$ cat src/rtl/if_id_if.sv
// Fetch/decode boundary bundle: PC-stage fetch side in,
// decode-stage register and event counters out.
interface if_id_if #(
  parameter int unsigned CNT_W = 16
);
  logic [31:0]      pc;
  logic             im_en;
  logic [31:0]      im_rdata;
  logic             stall;
  logic             flush;
  logic [31:0]      id_pc;
  logic [31:0]      id_pc4;
  logic [31:0]      id_instr;
  logic             id_valid;
  logic [CNT_W-1:0] stall_cnt;
  logic [CNT_W-1:0] flush_cnt;

  modport master (
    output pc, im_en, im_rdata, stall, flush,
    input  id_pc, id_pc4, id_instr, id_valid,
    input  stall_cnt, flush_cnt
  );

  modport slave (
    input  pc, im_en, im_rdata, stall, flush,
    output id_pc, id_pc4, id_instr, id_valid,
    output stall_cnt, flush_cnt
  );
endinterface

$ cat src/rtl/if_id_stage.sv
// IF/ID pipeline register: pairs each fetch PC with its
// 1-cycle-late IM word, with skid buffer for stalls.
module if_id_stage #(
  parameter logic [31:0] NOP_INSTR = 32'h0000_0000,
  parameter int unsigned CNT_W     = 16
) (
  input logic clk,
  input logic rstn,
  if_id_if.slave bus
);
  localparam logic [CNT_W-1:0] CNT_MAX = {CNT_W{1'b1}};

  logic [31:0]      f_pc;
  logic             f_valid;
  logic [31:0]      f_buf;
  logic             f_buf_v;
  logic [31:0]      f_instr;
  logic [31:0]      id_pc;
  logic [31:0]      id_pc4;
  logic [31:0]      id_instr;
  logic             id_valid;
  logic [CNT_W-1:0] stall_cnt;
  logic [CNT_W-1:0] flush_cnt;

  // Once captured, the skid word wins over the live IM port,
  // which by then already shows the next address's data.
  assign f_instr = f_buf_v ? f_buf : bus.im_rdata;

  // F slot and skid buffer: flush squashes, stall captures once.
  always_ff @(posedge clk or negedge rstn) begin
    if (!rstn) begin
      f_pc    <= 32'h0;
      f_valid <= 1'b0;
      f_buf   <= 32'h0;
      f_buf_v <= 1'b0;
    end else begin
      priority case (1'b1)
        bus.flush: begin
          f_pc    <= bus.pc;
          f_valid <= 1'b0;
          f_buf_v <= 1'b0;
        end
        bus.stall: begin
          if (f_valid && !f_buf_v) begin
            f_buf   <= bus.im_rdata;
            f_buf_v <= 1'b1;
          end
        end
        default: begin
          f_pc    <= bus.pc;
          f_valid <= bus.im_en;
          f_buf_v <= 1'b0;
        end
      endcase
    end
  end

  // ID register: bubble on flush, hold on stall, else load F slot.
  always_ff @(posedge clk or negedge rstn) begin
    if (!rstn) begin
      id_pc    <= 32'h0;
      id_pc4   <= 32'h4;
      id_instr <= NOP_INSTR;
      id_valid <= 1'b0;
    end else begin
      priority case (1'b1)
        bus.flush: begin
          id_instr <= NOP_INSTR;
          id_valid <= 1'b0;
        end
        bus.stall: begin
        end
        default: begin
          id_pc    <= f_pc;
          id_pc4   <= f_pc + 32'd4;
          id_instr <= f_valid ? f_instr : NOP_INSTR;
          id_valid <= f_valid;
        end
      endcase
    end
  end

  // Saturating event counters; a flush cycle is never a stall cycle.
  always_ff @(posedge clk or negedge rstn) begin
    if (!rstn) begin
      stall_cnt <= '0;
      flush_cnt <= '0;
    end else begin
      if (bus.stall && !bus.flush && stall_cnt != CNT_MAX)
        stall_cnt <= stall_cnt + 1'b1;
      if (bus.flush && flush_cnt != CNT_MAX)
        flush_cnt <= flush_cnt + 1'b1;
    end
  end

  assign bus.id_pc     = id_pc;
  assign bus.id_pc4    = id_pc4;
  assign bus.id_instr  = id_instr;
  assign bus.id_valid  = id_valid;
  assign bus.stall_cnt = stall_cnt;
  assign bus.flush_cnt = flush_cnt;
endmodule
$ cat src/flat_wrapper.sv
// flat-port wrapper written by rule: the top's interface ports become plain ports
module if_id_stage_flat 
#(
  parameter logic [31:0] NOP_INSTR = 32'h0000_0000,
  parameter int unsigned CNT_W     = 16
)
  (clk, rstn, bus_pc, bus_im_en, bus_im_rdata, bus_stall, bus_flush, bus_id_pc, bus_id_pc4, bus_id_instr, bus_id_valid, bus_stall_cnt, bus_flush_cnt);
  if_id_if #(.CNT_W(CNT_W)) bus_i ();
  input logic clk;
  input logic rstn;
  input wire logic [$bits(bus_i.pc)-1:0] bus_pc;
  input wire logic [$bits(bus_i.im_en)-1:0] bus_im_en;
  input wire logic [$bits(bus_i.im_rdata)-1:0] bus_im_rdata;
  input wire logic [$bits(bus_i.stall)-1:0] bus_stall;
  input wire logic [$bits(bus_i.flush)-1:0] bus_flush;
  output wire logic [$bits(bus_i.id_pc)-1:0] bus_id_pc;
  output wire logic [$bits(bus_i.id_pc4)-1:0] bus_id_pc4;
  output wire logic [$bits(bus_i.id_instr)-1:0] bus_id_instr;
  output wire logic [$bits(bus_i.id_valid)-1:0] bus_id_valid;
  output wire logic [$bits(bus_i.stall_cnt)-1:0] bus_stall_cnt;
  output wire logic [$bits(bus_i.flush_cnt)-1:0] bus_flush_cnt;
  assign bus_i.pc = bus_pc;
  assign bus_i.im_en = bus_im_en;
  assign bus_i.im_rdata = bus_im_rdata;
  assign bus_i.stall = bus_stall;
  assign bus_i.flush = bus_flush;
  assign bus_id_pc = bus_i.id_pc;
  assign bus_id_pc4 = bus_i.id_pc4;
  assign bus_id_instr = bus_i.id_instr;
  assign bus_id_valid = bus_i.id_valid;
  assign bus_stall_cnt = bus_i.stall_cnt;
  assign bus_flush_cnt = bus_i.flush_cnt;
  if_id_stage #(.NOP_INSTR(NOP_INSTR), .CNT_W(CNT_W)) u_core (.clk(clk), .rstn(rstn), .bus(bus_i));
endmodule
$ cat config.mk
export PLATFORM = sky130hd
export DESIGN_NAME = if_id_stage_flat
export DESIGN_NICKNAME = d
export VERILOG_FILES = /design/src/rtl/if_id_if.sv /design/src/rtl/if_id_stage.sv /design/src/flat_wrapper.sv
export SDC_FILE = /design/constraint.sdc
export NUM_CORES = 1
export LEC_CHECK = 0
export CAP_MARGIN = 20
export CORE_ASPECT_RATIO = 0.5
export CORE_MARGIN = 8
export CORE_UTILIZATION = 26
export CTS_CLUSTER_DIAMETER = 60
export DETAILED_ROUTE_END_ITERATION = 8
export PLACE_DENSITY = 0.48
export SYNTH_ARGS = -nofsm -noshare
export SYNTH_HDL_FRONTEND = slang
export SYNTH_SLANG_ARGS = --single-unit
$ cat constraint.sdc
create_clock -name clk -period 2.75 [get_ports clk]
set_input_delay 0.275 -clock clk [delete_from_list [all_inputs] [get_ports clk]]
set_output_delay 0.275 -clock clk [all_outputs]
set_load 0.03 [all_outputs]
==> flow_metrics.env <==
export IMPL_crit_chain="ha_1, nand4_1, o41ai_1, mux2_2"
export IMPL_nNetsFinal=1078
export IMPL_rows=46
export IMPL_worstMarginPinSlew_ns=1.07
export IMPL_cts_resized=0
export IMPL_finClkSkew_ns=0.00601
export IMPL_critPathCaptureType="flip-flop"
export IMPL_synth_nets=893
export IMPL_slowest_delay_ns=0.90
export IMPL_muxShareOfSynthArea_pct=9.02
export IMPL_hold_violations=0
export IMPL_ys_seq_elements=193
export IMPL_max_freq_ghz=0.446
export IMPL_hp_start="bus_pc[0]"
export IMPL_cts_made_buffers=17
export IMPL_r2r_setup_slack_ns=0.51
export IMPL_power_leakage_nw=4.87
export IMPL_dieArea_mm2=0.0386
export IMPL_hold_path_class="in -> reg"
export IMPL_synth_cells=821
export IMPL_htree_levels=4
export IMPL_rsz0062_at_grt="no"
export IMPL_route_antenna_remaining_nets=0
export IMPL_place_ws_ns=0.446
export IMPL_yosysWarnings=0
export IMPL_cts_tree="built"
export IMPL_layout_common_cells="nand2_1, clkdlybuf4s50_1, dfrtp_1, o21ai_0, mux2_2"
export IMPL_cp_slowest_cell="o41ai_1"
export IMPL_wl_per_cell_um=17.7
export IMPL_fin_crit_sh_pct=81.5
export IMPL_die_w_um=270
export IMPL_utilization_pct=36.4
export IMPL_synth_edf_count=0
export IMPL_vias=6588
export IMPL_worstHoldPathCells=3
export IMPL_min_period_ns=2.24
export IMPL_grt_overflow_total=0
export IMPL_reg2reg_from="u_core.bus.stall_cnt[0]"
export IMPL_busiest_layer="met2"
export IMPL_drc_errors=0
export IMPL_cp_arrival_ns=2.56
export IMPL_fin_cells=1452
export IMPL_ys_flop_type="dfrtp_1"
export IMPL_synth_adder_area_share_pct=0.448
export IMPL_synth_cell_type_count=42
export IMPL_syn_avg_cell_area_um2=10.2
export IMPL_vdd_drop_max_mv=0.434
export IMPL_grt_max_degree=63
export IMPL_cts_sinks=193
export IMPL_core_area_mm2=0.0317
export IMPL_clockBufferDepth=2
export IMPL_grt_pass1_vias=6983
export IMPL_synth_compound_area_share_pct=6.57
export IMPL_clk_pin_slew_ns=0.07
export IMPL_critical_path_class="reg -> reg"
export IMPL_power_mw=8.16
export IMPL_io_pins=198
export IMPL_drive_above_1_share_pct=9.22
export IMPL_antenna_found_initial=1
export IMPL_setup_tns_ns=0
export IMPL_initial_core_util_pct=26.4
export IMPL_grtUsageMet3_pct=2.94
export IMPL_drtPass1Iterations=4
export IMPL_dp_hpwl_mm=18.3
export IMPL_yosys_area_share_simple_pct=19.8
export IMPL_root_buffer="clkbuf_16"
export IMPL_syn_area_mm2=0.00838
export IMPL_cp_max_fo=5
export IMPL_final_setup_worst_slack_ns=0.510
export IMPL_grtUsageTotal_pct=13.4
export IMPL_setup_viol=0
export IMPL_synth_top_family_by_area="simple AND/OR/NAND/NOR gates"
export IMPL_routed_wirelength_mm=25.7
export IMPL_drv_cap=0
export IMPL_fillers=3169
export IMPL_gp_congestion=0.826
export IMPL_viasPerCell=4.54
export IMPL_area_delta_synth_final_pct=37.7
export IMPL_clkLatencyLatePin_ns=0.44
export IMPL_numPortBuffers=197
export IMPL_synthArstFlopShare_pct=100
export IMPL_grt_util_met1_pct=16.3
export IMPL_reg2reg_depth=4
export IMPL_min_to="u_core.f_pc[0]"
export IMPL_drt_first_iter_violations=378
export IMPL_drv_slew=0
export IMPL_outcome="completed"
export IMPL_worstPathRequired_ns=3.07
export IMPL_mostFrequentLayoutCell="nand2_1"
export IMPL_place_inst=1418
export IMPL_critPathLaunch="u_core.bus.stall_cnt[0]"
export IMPL_grtUsageMet2_pct=24.0
export IMPL_powerDensity_mw_per_mm2=707
export IMPL_synthXorXnorAreaFrac_pct=3.87
export IMPL_grt_pass1_wl_mm=41.1
export IMPL_dieHeight_um=143
export IMPL_r2r_end="u_core.bus.stall_cnt[1]"
export IMPL_start_kind="flip-flop"
export IMPL_ys_seq_area_share_pct=57.6
export IMPL_relSlewSlack_pct=28.0
[worst max-delay path by stage]
stage,end,slack (ns),cells after the start
4_1_cts,u_core.bus.id_pc4[26],0.55,4
5_1_grt,u_core.bus.stall_cnt[1],0.35,4
3_5_place_dp,u_core.bus.stall_cnt[15],0.45,5
6_report,u_core.bus.stall_cnt[1],0.51,4
3_3_place_gp,u_core.bus.stall_cnt[15],0.43,5
2_1_floorplan,u_core.bus.stall_cnt[1],0.67,4
[logic make-up after synthesis]
group,Yosys count
AOI/OAI and AO/OA,94
muxes,71
DFF,193
and+or+nand+nor,368
xor gates and xnor gates,37
adders and majority gates,3
buffers and inverters,55
[critical path: cells and delay by family, from the launching register on]
family / cells / cell delay (ns)
AOI/OAI and AO/OA: 1 / 0.90
and+or+nand+nor: 1 / 0.18
DFF: 1 / 0.40
muxes: 1 / 0.41
adders and majority gates: 1 / 0.24
[layout make-up]
type / count / area (um2) / area share, %
Tap cell: 432 / 541 / 4.68
Clock inverter: 14 / 213 / 1.84
Clock buffer: 18 / 429 / 3.72
Inverter: 9 / 33.8 / 0.293
Multi-Input combinational cell: 573 / 3350 / 29.0
Antenna cell: 1 / 2.50 / 0.0217
Sequential cell: 193 / 4830 / 41.9
Timing Repair Buffer: 212 / 2140 / 18.6
[where the power goes]
| part | total, mW | switching, mW | internal, mW |
|---|---|---|---|
| sequential | 3.62 | 0.376 | 3.24 |
| combinational | 1.82 | 1.00 | 0.816 |
| clock | 2.72 | 1.11 | 1.61 |
[synth_stat cells, drive strengths merged, types with 10 or more instances]
cell type	n	share of area, %
nand2	234	10
dfrtp	192	57
o21ai	58	3.5
clkbuf	38	1.7
mux2	36	4.8
mux2i	35	4.2
nor2	30	1.3
nand3	24	1.5
xnor2	23	2.4
nand4	20	1.5
a31oi	15	1.1
xor2	14	1.5
nor4	10	0.75
[stage by stage]
| step | hold slack [ns] | area (um2) |
|---|---|---|
| after floorplan | -0.0206 | 8380 |
| final | 0.365 | 11500 |
| after global placement | 0.308 | 10900 |
| after CTS | 0.331 | 11500 |
| after detailed placement | 0.311 | 10900 |
| after global routing | 0.343 | 11500 |
[flip-flops by register name, indices dropped and copies added (netlist names)]
name and cells:
u_core.bus.id_valid 1, u_core.f_buf 32, u_core.f_buf_v 1, u_core.bus.flush_cnt 16, u_core.bus.stall_cnt 16, u_core.bus.id_pc 30, u_core.bus.id_pc4 32, u_core.f_pc 32
u_core.f_valid 1, u_core.bus.id_instr 32
[layer usage]
layer / share of wire (%) / vias to the layer above
met3: 2.2 / 20
li1: - / 3175
met5: 0 / -
met2: 53 / 66
met4: 1.5 / 0
met1: 44 / 3327
[repair_timing]
| action | CTS | global route |
|---|---|---|
| buffers inserted | 0 | 0 |
| hold endpoints to repair | 58 | 0 |
| hold buffers | 1 | 0 |
Note: power is estimated with default switching activity, not from simulation.
